--- config.mk ---
export PLATFORM = sky130hd
export DESIGN_NAME = display_frame_writer
export DESIGN_NICKNAME = d
export VERILOG_FILES = /design/src/rtl/display_frame_writer.sv
export SDC_FILE = /design/constraint.sdc
export NUM_CORES = 1
export LEC_CHECK = 0
export ABC_AREA = 1
export CAP_MARGIN = 5
export CORE_MARGIN = 2
export CORE_UTILIZATION = 45
export DETAILED_ROUTE_END_ITERATION = 8
export PLACE_DENSITY_LB_ADDON = 0.3
export SLEW_MARGIN = 15
export SYNTH_ARGS = -nofsm -noshare
export SYNTH_HDL_FRONTEND = slang
export SYNTH_SLANG_ARGS = --single-unit
--- constraint.sdc ---
create_clock -name clk -period 5.6 [get_ports clk]
set_input_delay 1.68 -clock clk [delete_from_list [all_inputs] [get_ports clk]]
set_output_delay 1.68 -clock clk [all_outputs]
set_load 0.01 [all_outputs]
--- src/rtl/display_frame_writer.sv ---
// Display RAM refresher: snapshots NDIG digits per frame and writes them top-down
// into the display RAM, with frame pacing, RAM back-pressure and optional write-on-change.
module display_frame_writer #(
    parameter int NDIG      = 8,
    parameter int DIGW      = 4,
    parameter int FRAME_DIV = 1,
    parameter int ON_CHANGE = 0,
    localparam int AW       = (NDIG > 1) ? $clog2(NDIG) : 1
) (
    input  logic                 clk,
    input  logic                 rst,
    input  logic [NDIG*DIGW-1:0] dig_in,
    input  logic [NDIG-1:0]      dp_in,
    input  logic [NDIG-1:0]      blank_in,
    input  logic                 force_refresh,
    input  logic                 wr_ready,
    output logic                 W,
    output logic [AW-1:0]        WADD,
    output logic [DIGW+1:0]      DIN,
    output logic                 frame_done,
    output logic                 busy
);
    localparam int WW  = DIGW + 2;
    localparam int DVW = (FRAME_DIV > 1) ? $clog2(FRAME_DIV) : 1;
    localparam logic [AW-1:0]  LAST_IDX = AW'(NDIG - 1);
    localparam logic [DVW-1:0] DIV_END  = DVW'(FRAME_DIV - 1);

    typedef enum logic [1:0] {IDLE, LATCH, WRITE, DONE} state_t;
    state_t state, state_nxt;

    logic [DVW-1:0] div, div_nxt;
    logic [AW-1:0]  idx, idx_nxt;
    logic [AW-1:0]  wadd_nxt;
    logic [WW-1:0]  din_nxt;
    logic           w_nxt, fd_nxt;
    logic           cmp_en, cmp_nxt;
    logic           shadow_valid, refresh_pend;

    logic [NDIG*DIGW-1:0] snap_dig;
    logic [NDIG-1:0]      snap_dp, snap_blank;
    logic [WW-1:0]        shadow [NDIG];

    function automatic logic [WW-1:0] word_of(input logic [NDIG*DIGW-1:0] d,
                                              input logic [NDIG-1:0] dp,
                                              input logic [NDIG-1:0] bl,
                                              input logic [AW-1:0] i);
        return {~bl[i], d[int'(i)*DIGW +: DIGW], ~dp[i]};
    endfunction

    // Next slot is computed one cycle ahead so W/WADD/DIN come straight from flops.
    always_comb begin
        state_nxt = state;
        div_nxt   = div;
        idx_nxt   = idx;
        cmp_nxt   = cmp_en;
        w_nxt     = 1'b0;
        wadd_nxt  = WADD;
        din_nxt   = DIN;
        fd_nxt    = 1'b0;
        case (state)
            IDLE: begin
                if (div == DIV_END) begin
                    div_nxt   = '0;
                    state_nxt = LATCH;
                end else begin
                    div_nxt = div + 1'b1;
                end
            end
            LATCH: begin
                state_nxt = WRITE;
                idx_nxt   = LAST_IDX;
                wadd_nxt  = LAST_IDX;
                din_nxt   = word_of(dig_in, dp_in, blank_in, LAST_IDX);
                cmp_nxt   = shadow_valid && !force_refresh;
                w_nxt     = !((ON_CHANGE != 0) && cmp_nxt && (shadow[LAST_IDX] == din_nxt));
            end
            WRITE: begin
                if (W && !wr_ready) begin
                    w_nxt = 1'b1;
                end else if (idx == '0) begin
                    state_nxt = DONE;
                    fd_nxt    = 1'b1;
                end else begin
                    idx_nxt  = idx - 1'b1;
                    wadd_nxt = idx_nxt;
                    din_nxt  = word_of(snap_dig, snap_dp, snap_blank, idx_nxt);
                    w_nxt    = !((ON_CHANGE != 0) && cmp_en && (shadow[idx_nxt] == din_nxt));
                end
            end
            DONE: state_nxt = IDLE;
            default: state_nxt = IDLE;
        endcase
    end

    always_ff @(posedge clk) begin
        if (rst) begin
            state      <= IDLE;
            div        <= '0;
            idx        <= LAST_IDX;
            cmp_en     <= 1'b0;
            W          <= 1'b0;
            WADD       <= LAST_IDX;
            DIN        <= '0;
            frame_done <= 1'b0;
        end else begin
            state      <= state_nxt;
            div        <= div_nxt;
            idx        <= idx_nxt;
            cmp_en     <= cmp_nxt;
            W          <= w_nxt;
            WADD       <= wadd_nxt;
            DIN        <= din_nxt;
            frame_done <= fd_nxt;
        end
    end

    // A refresh request keeps the shadow invalid until a whole frame has been rewritten.
    always_ff @(posedge clk) begin
        if (rst) begin
            shadow_valid <= 1'b0;
            refresh_pend <= 1'b0;
        end else begin
            if (force_refresh)
                shadow_valid <= 1'b0;
            else if (state == DONE && ON_CHANGE != 0 && !refresh_pend)
                shadow_valid <= 1'b1;
            if (force_refresh)
                refresh_pend <= 1'b1;
            else if (state == LATCH)
                refresh_pend <= 1'b0;
        end
    end

    always_ff @(posedge clk) begin
        if (state == LATCH) begin
            snap_dig   <= dig_in;
            snap_dp    <= dp_in;
            snap_blank <= blank_in;
        end
        if (state == WRITE && W && wr_ready)
            shadow[idx] <= DIN;
    end

    assign busy = (state != IDLE);
endmodule
==> After elaboration in Yosys (flattened, before gate mapping) <==
Cells that the tools add are included.
W data, S select, Z words.
{ "totals": {"ff_bits": 62} }
{ "classes": {"add_sub_neg": 2, "magnitude_cmp": 1, "eq_ne": 7, "n_shift": 1, "n_mux": 19, "bitwise_logic": 5, "reduce_logical": 9} }
{ "op_table": {"columns": ["operator", "n"], "rows": [
  ["$shiftx A32 B6 Y4", 1],
  ["$mux W6", 2],
  ["$pmux W6 S2", 1],
  ["$ne A2 B2 Y1 const B", 4],
  ["$pmux W2 S4", 1],
  ["$bmux W1 S3", 2],
  ["$mux W1", 6],
  ["$mux W2", 3],
  ["$mux W3", 2],
  ["$pmux W3 S2", 1],
  ["$reduce_and A3 Y1", 2],
  ["$not A1 Y1", 5],
  ["$eq A2 B2 Y1 const B", 2],
  ["$lt A3 B4 Y1 const B", 1],
  ["$reduce_bool A2 Y1", 2],
  ["$logic_not A3 Y1", 1],
  ["$reduce_or A3 Y1", 1],
  ["$sub A3 B1 Y3 const B", 1],
  ["$eq A2 B1 Y1 const B", 1],
  ["$logic_not A2 Y1", 1],
  ["$pmux W1 S2", 1],
  ["$add A1 B1 Y1 const B", 1],
  ["$logic_and A1 B1 Y1", 1],
  ["$logic_not A1 Y1", 1]
]} }

==> Logic depth before layout (Yosys ltp) <==
{ "logic_depth": {"ltp_word": 7, "mapped_depth": 12} }

==> Least setup slack after synthesis <==
OpenSTA, ideal clock, no wires.
{ "synth_timing": {"path_kind": "reg-to-reg", "start": "register state[1]", "end": "register DIN[0]", "setup_time_ns": 0.109, "arrival_ns": 2.399, "t_required_ns": 5.491, "path_slack_ns": 3.092, "path_stages_with_launch": 11, "period_less_slack_ns": 2.508, "cell_sequence": "dfxtp_1 inv_1 ha_1 inv_1 nand2_2 nand3_4 buf_8 nor2_4 nand3_2 nand2_1 inv_1"} }
{ "synth_via": {"elab_chain_cells": 3} }
{ "synth_rtl": {"columns": ["element", "line", "text"], "rows": [
  ["start: declaration", "29", "state_t state, state_nxt;"],
  ["start signal: assignment", "106", "state <= state_nxt;"],
  ["$eq A2 B2 Y1 or $eq A2 B1 Y1 (tied branches)", "60", "case (state)"],
  ["$ne A2 B2 Y1 (no source line) or $reduce_bool A2 Y1 (tied branches)", null, null],
  ["$reduce_and A3 Y1 (no source line)", null, null],
  ["end signal: assignment", "112", "DIN <= din_nxt;"],
  ["end: declaration", "19", "output logic [DIGW+1:0] DIN,"]
]} }
Several ways; a longest one is shown, not always the timed one.
A chain may end at the register's enable or synchronous reset.

==> Worst setup path in the final report <==
{ "layout_timing": {"start": "register state[0]", "end": "output busy"} }
{ "layout_via": {"elab_chain_cells": 1} }
{ "layout_rtl": {"columns": ["element", "line", "text"], "rows": [
  ["$reduce_bool A2 Y1", "144", "assign busy = (state != IDLE);"],
  ["end: declaration", "21", "output logic busy"]
]} }
No other way between the ends.

==> out/qor.txt <==
Hold Path Depth: 2
Post-route antenna net violation count: 0
Weighted congestion at the end of routability-driven global placement: 0.804
Die X: 83.2 um
Clock tree sinks: 61
Instance area after placement: 0.00346 mm^2
Max-cap viol count: 0
Startpoint of the worst-slack reg-to-reg timing path: idx[0]
Area growth from synthesis to layout: 32.2%
Pwr Density: 521 mW/mm^2
Pre-Repair DR Iteration Count: 4
Total detailed-routing wirelength: 5540 um
Number of buffers inserted by hold repair at cts: 0
Number of antenna violations at the first check in global routing: 0
Port buffer count: 62
Slew Limit Headroom: 0.541
Netlist Area Pre-Place: 0.00282 mm^2
Y dimension of the die: 83.2 um
Most common cell in the synthesized netlist: nand2_1
CTS clock-pin slew for the worst setup and hold paths: 0.06 ns
Largest fanout on the critical path: 4
Routed len/inst: 12.7 um
Data arrival at the endpoint of the critical path: 1.57 ns
Final worst hold slack: 0.523 ns
Final-report hold violation count: 0
Non-Filler Cell Area, Final: 0.00373 mm^2
CTS Buffer Depth: 2
Overall power: 1.94 mW
Worst vdd ir: 0.000369 V
Finished Layout Cells: 438
Vias: 2045
Worst reg-to-reg setup slack: 3.27 ns
Share of synthesized registers carrying an async set or reset: 0
Skew-Pair Late Insertion Delay: 0.33 ns
Setup TNS: 0 ns
Placed Instances: 422
Final worst path period share: 0.580
Top cells by count, synth: 88 x nand2_1, 58 x inv_1, 48 x edfxtp_1
Sort of element at the end of the critical path: output pin
Detailed-routed wire length on met3: 296 um
Count of standard-cell rows: 28
Top cells by area in the synthesized netlist: edfxtp_1 51%, nand2_1 12%, dfxtp_1 9.2%
Layout cell share with drive strength beyond 1: 0.0937
Sequential area share after synthesis: 0.603
Maximum number of pins on one net before global-route repair: 51
Post-DP HPWL: 3700 um
Initial cell density of the core: 0.471
Number of H-tree levels: 3
Highest routing layer actually used: met4
Core area: 0.00599 mm^2
Sum of overflow across all layers after global routing: 0
WS Path Type: reg2out
Static Leakage: 1.63 nW
Worst Reg-to-Reg Cells: 10
Upper clock frequency limit: 308 MHz
Critical Path RT: 3.92 ns
Area share of the largest cell type after synthesis: 0.511
Final worst clock skew: 0.00804 ns
CP startpoint: state[0]
Syn_nets: 352
Cells resized by post-CTS repair: 0
Final setup violation count: 0
Nets: 416
Path type of the worst min-delay path: reg2reg
Run status: finished clean
Shortest period the worst path allows: 3.25 ns
Netlist cell types: 24
Vias in the first global route: 1949
Antenna diodes: 0
Die area: 0.00692 mm^2
Metal1 wirelength: 2350 um
Clock tree root driver cell: clkbuf_8
Aggregate global-route resource usage: 0.166
Mean instance size in the synthesized netlist: 9.60 um^2
Dominant cell type by area after synthesis: edfxtp_1
Count of pins on the block boundary: 64
Wire length of the first global-routing pass: 9060 um
Drt drc: 0
Number of enable flip-flop cells after synthesis: 48
TritonCTS clock tree: yes
Setup crit start kind: flop
Seq cells post-synth: 61
Max-slew violation total from the final report: 0
Number of buffers created by CTS: 9
Prevailing post-synth register cell: edfxtp_1
RSZ-0062 raised after global routing: no
Met2 wirelength from detailed routing: 2850 um
Tightest Pin Transition: 0.688 ns
Synthesis Warnings: 0
Setup repair bufs after CTS: 0
Min-delay src: idx[1]
Cells after Synth: 294
Starting DRT DRC Count: 115
Via-per-instance ratio: 4.67
[sequential cells by signal, summed over array words and instances, names as in the netlist]
register	count
idx	3
state	2
snap_dp	8
snap_blank	8
snap_dig	32
DIN	6
frame_done	1
W	1
[report_power, final]
group | total [mW] | switching (mW) | internal (mW) | leakage (nW)
logic | 0.737 | 0.458 | 0.279 | 0.941
registers | 0.705 | 0.0480 | 0.657 | 0.556
clock network | 0.499 | 0.166 | 0.333 | 0.130
total | 1.94 | 0.673 | 1.27 | 1.63
[layout by cell type, fill, tap and decap left out]
cell type	n
edfxtp_1	48
clkbuf_8	12
inv_4	1
nand2_2	1
a21oi_1	2
nand2_1	88
inv_1	58
a21oi_2	7
nor2_2	1
nor2_1	13
nand3_1	33
ha_4	1
clkdlybuf4s50_1	62
o211ai_1	2
bufinv_16	3
nor3_1	1
o21ai_0	2
xor2_1	1
dfxtp_1	13
inv_2	3
buf_4	1
clkbuf_1	1
nand3_4	2
nor2_4	1
ha_1	5
nand3_2	1
[layer usage]
layer | vias up | GRT usage
li1 | 1054 | -
met1 | 929 | 0.204
met2 | 57 | 0.282
met3 | 5 | 0.0408
met4 | 0 | 0.0626
met5 | - | 0
[final cells by class]
| class | count | area (um^2) |
|---|---|---|
| clock buffers | 13 | 169 |
| clock inverters | 3 | 90.1 |
| fillers | 522 | 2260 |
| inverters | 62 | 235 |
| multi-input cells | 161 | 811 |
| flip-flops and latches | 61 | 1700 |
| well taps | 75 | 93.8 |
| repair buffers | 63 | 628 |
[stage by stage]
step	setup slack [ns]	utilization
finish	2.35	0.622
global route	2.27	0.622
CTS	2.35	0.621
detailed placement	2.65	0.577
global placement	2.65	0.577
floorplan	3.09	-
[critical path: stages, from the launching register on]
cell,delay (ns)
dfxtp_1,0.38
inv_1,0.11
ha_1,0.20
inv_1,0.04
clkdlybuf4s50_1,0.52
[worst paths after layout]
kind / endpoint
min: idx[1]
max reg2reg: DIN[1]
min reg2reg: idx[1]
max: busy
[kinds of logic after synthesis]
group	after synthesis	synth area share
XOR/XNOR	1	0.00310
flip-flops	61	0.603
buffers and inverters	72	0.114
AO/OA/AOI/OAI	13	0.0341
adder cells (fa/ha/maj)	6	0.0266
AND/OR/NAND/NOR	141	0.219
Note: power is estimated with default switching activity, not from simulation.
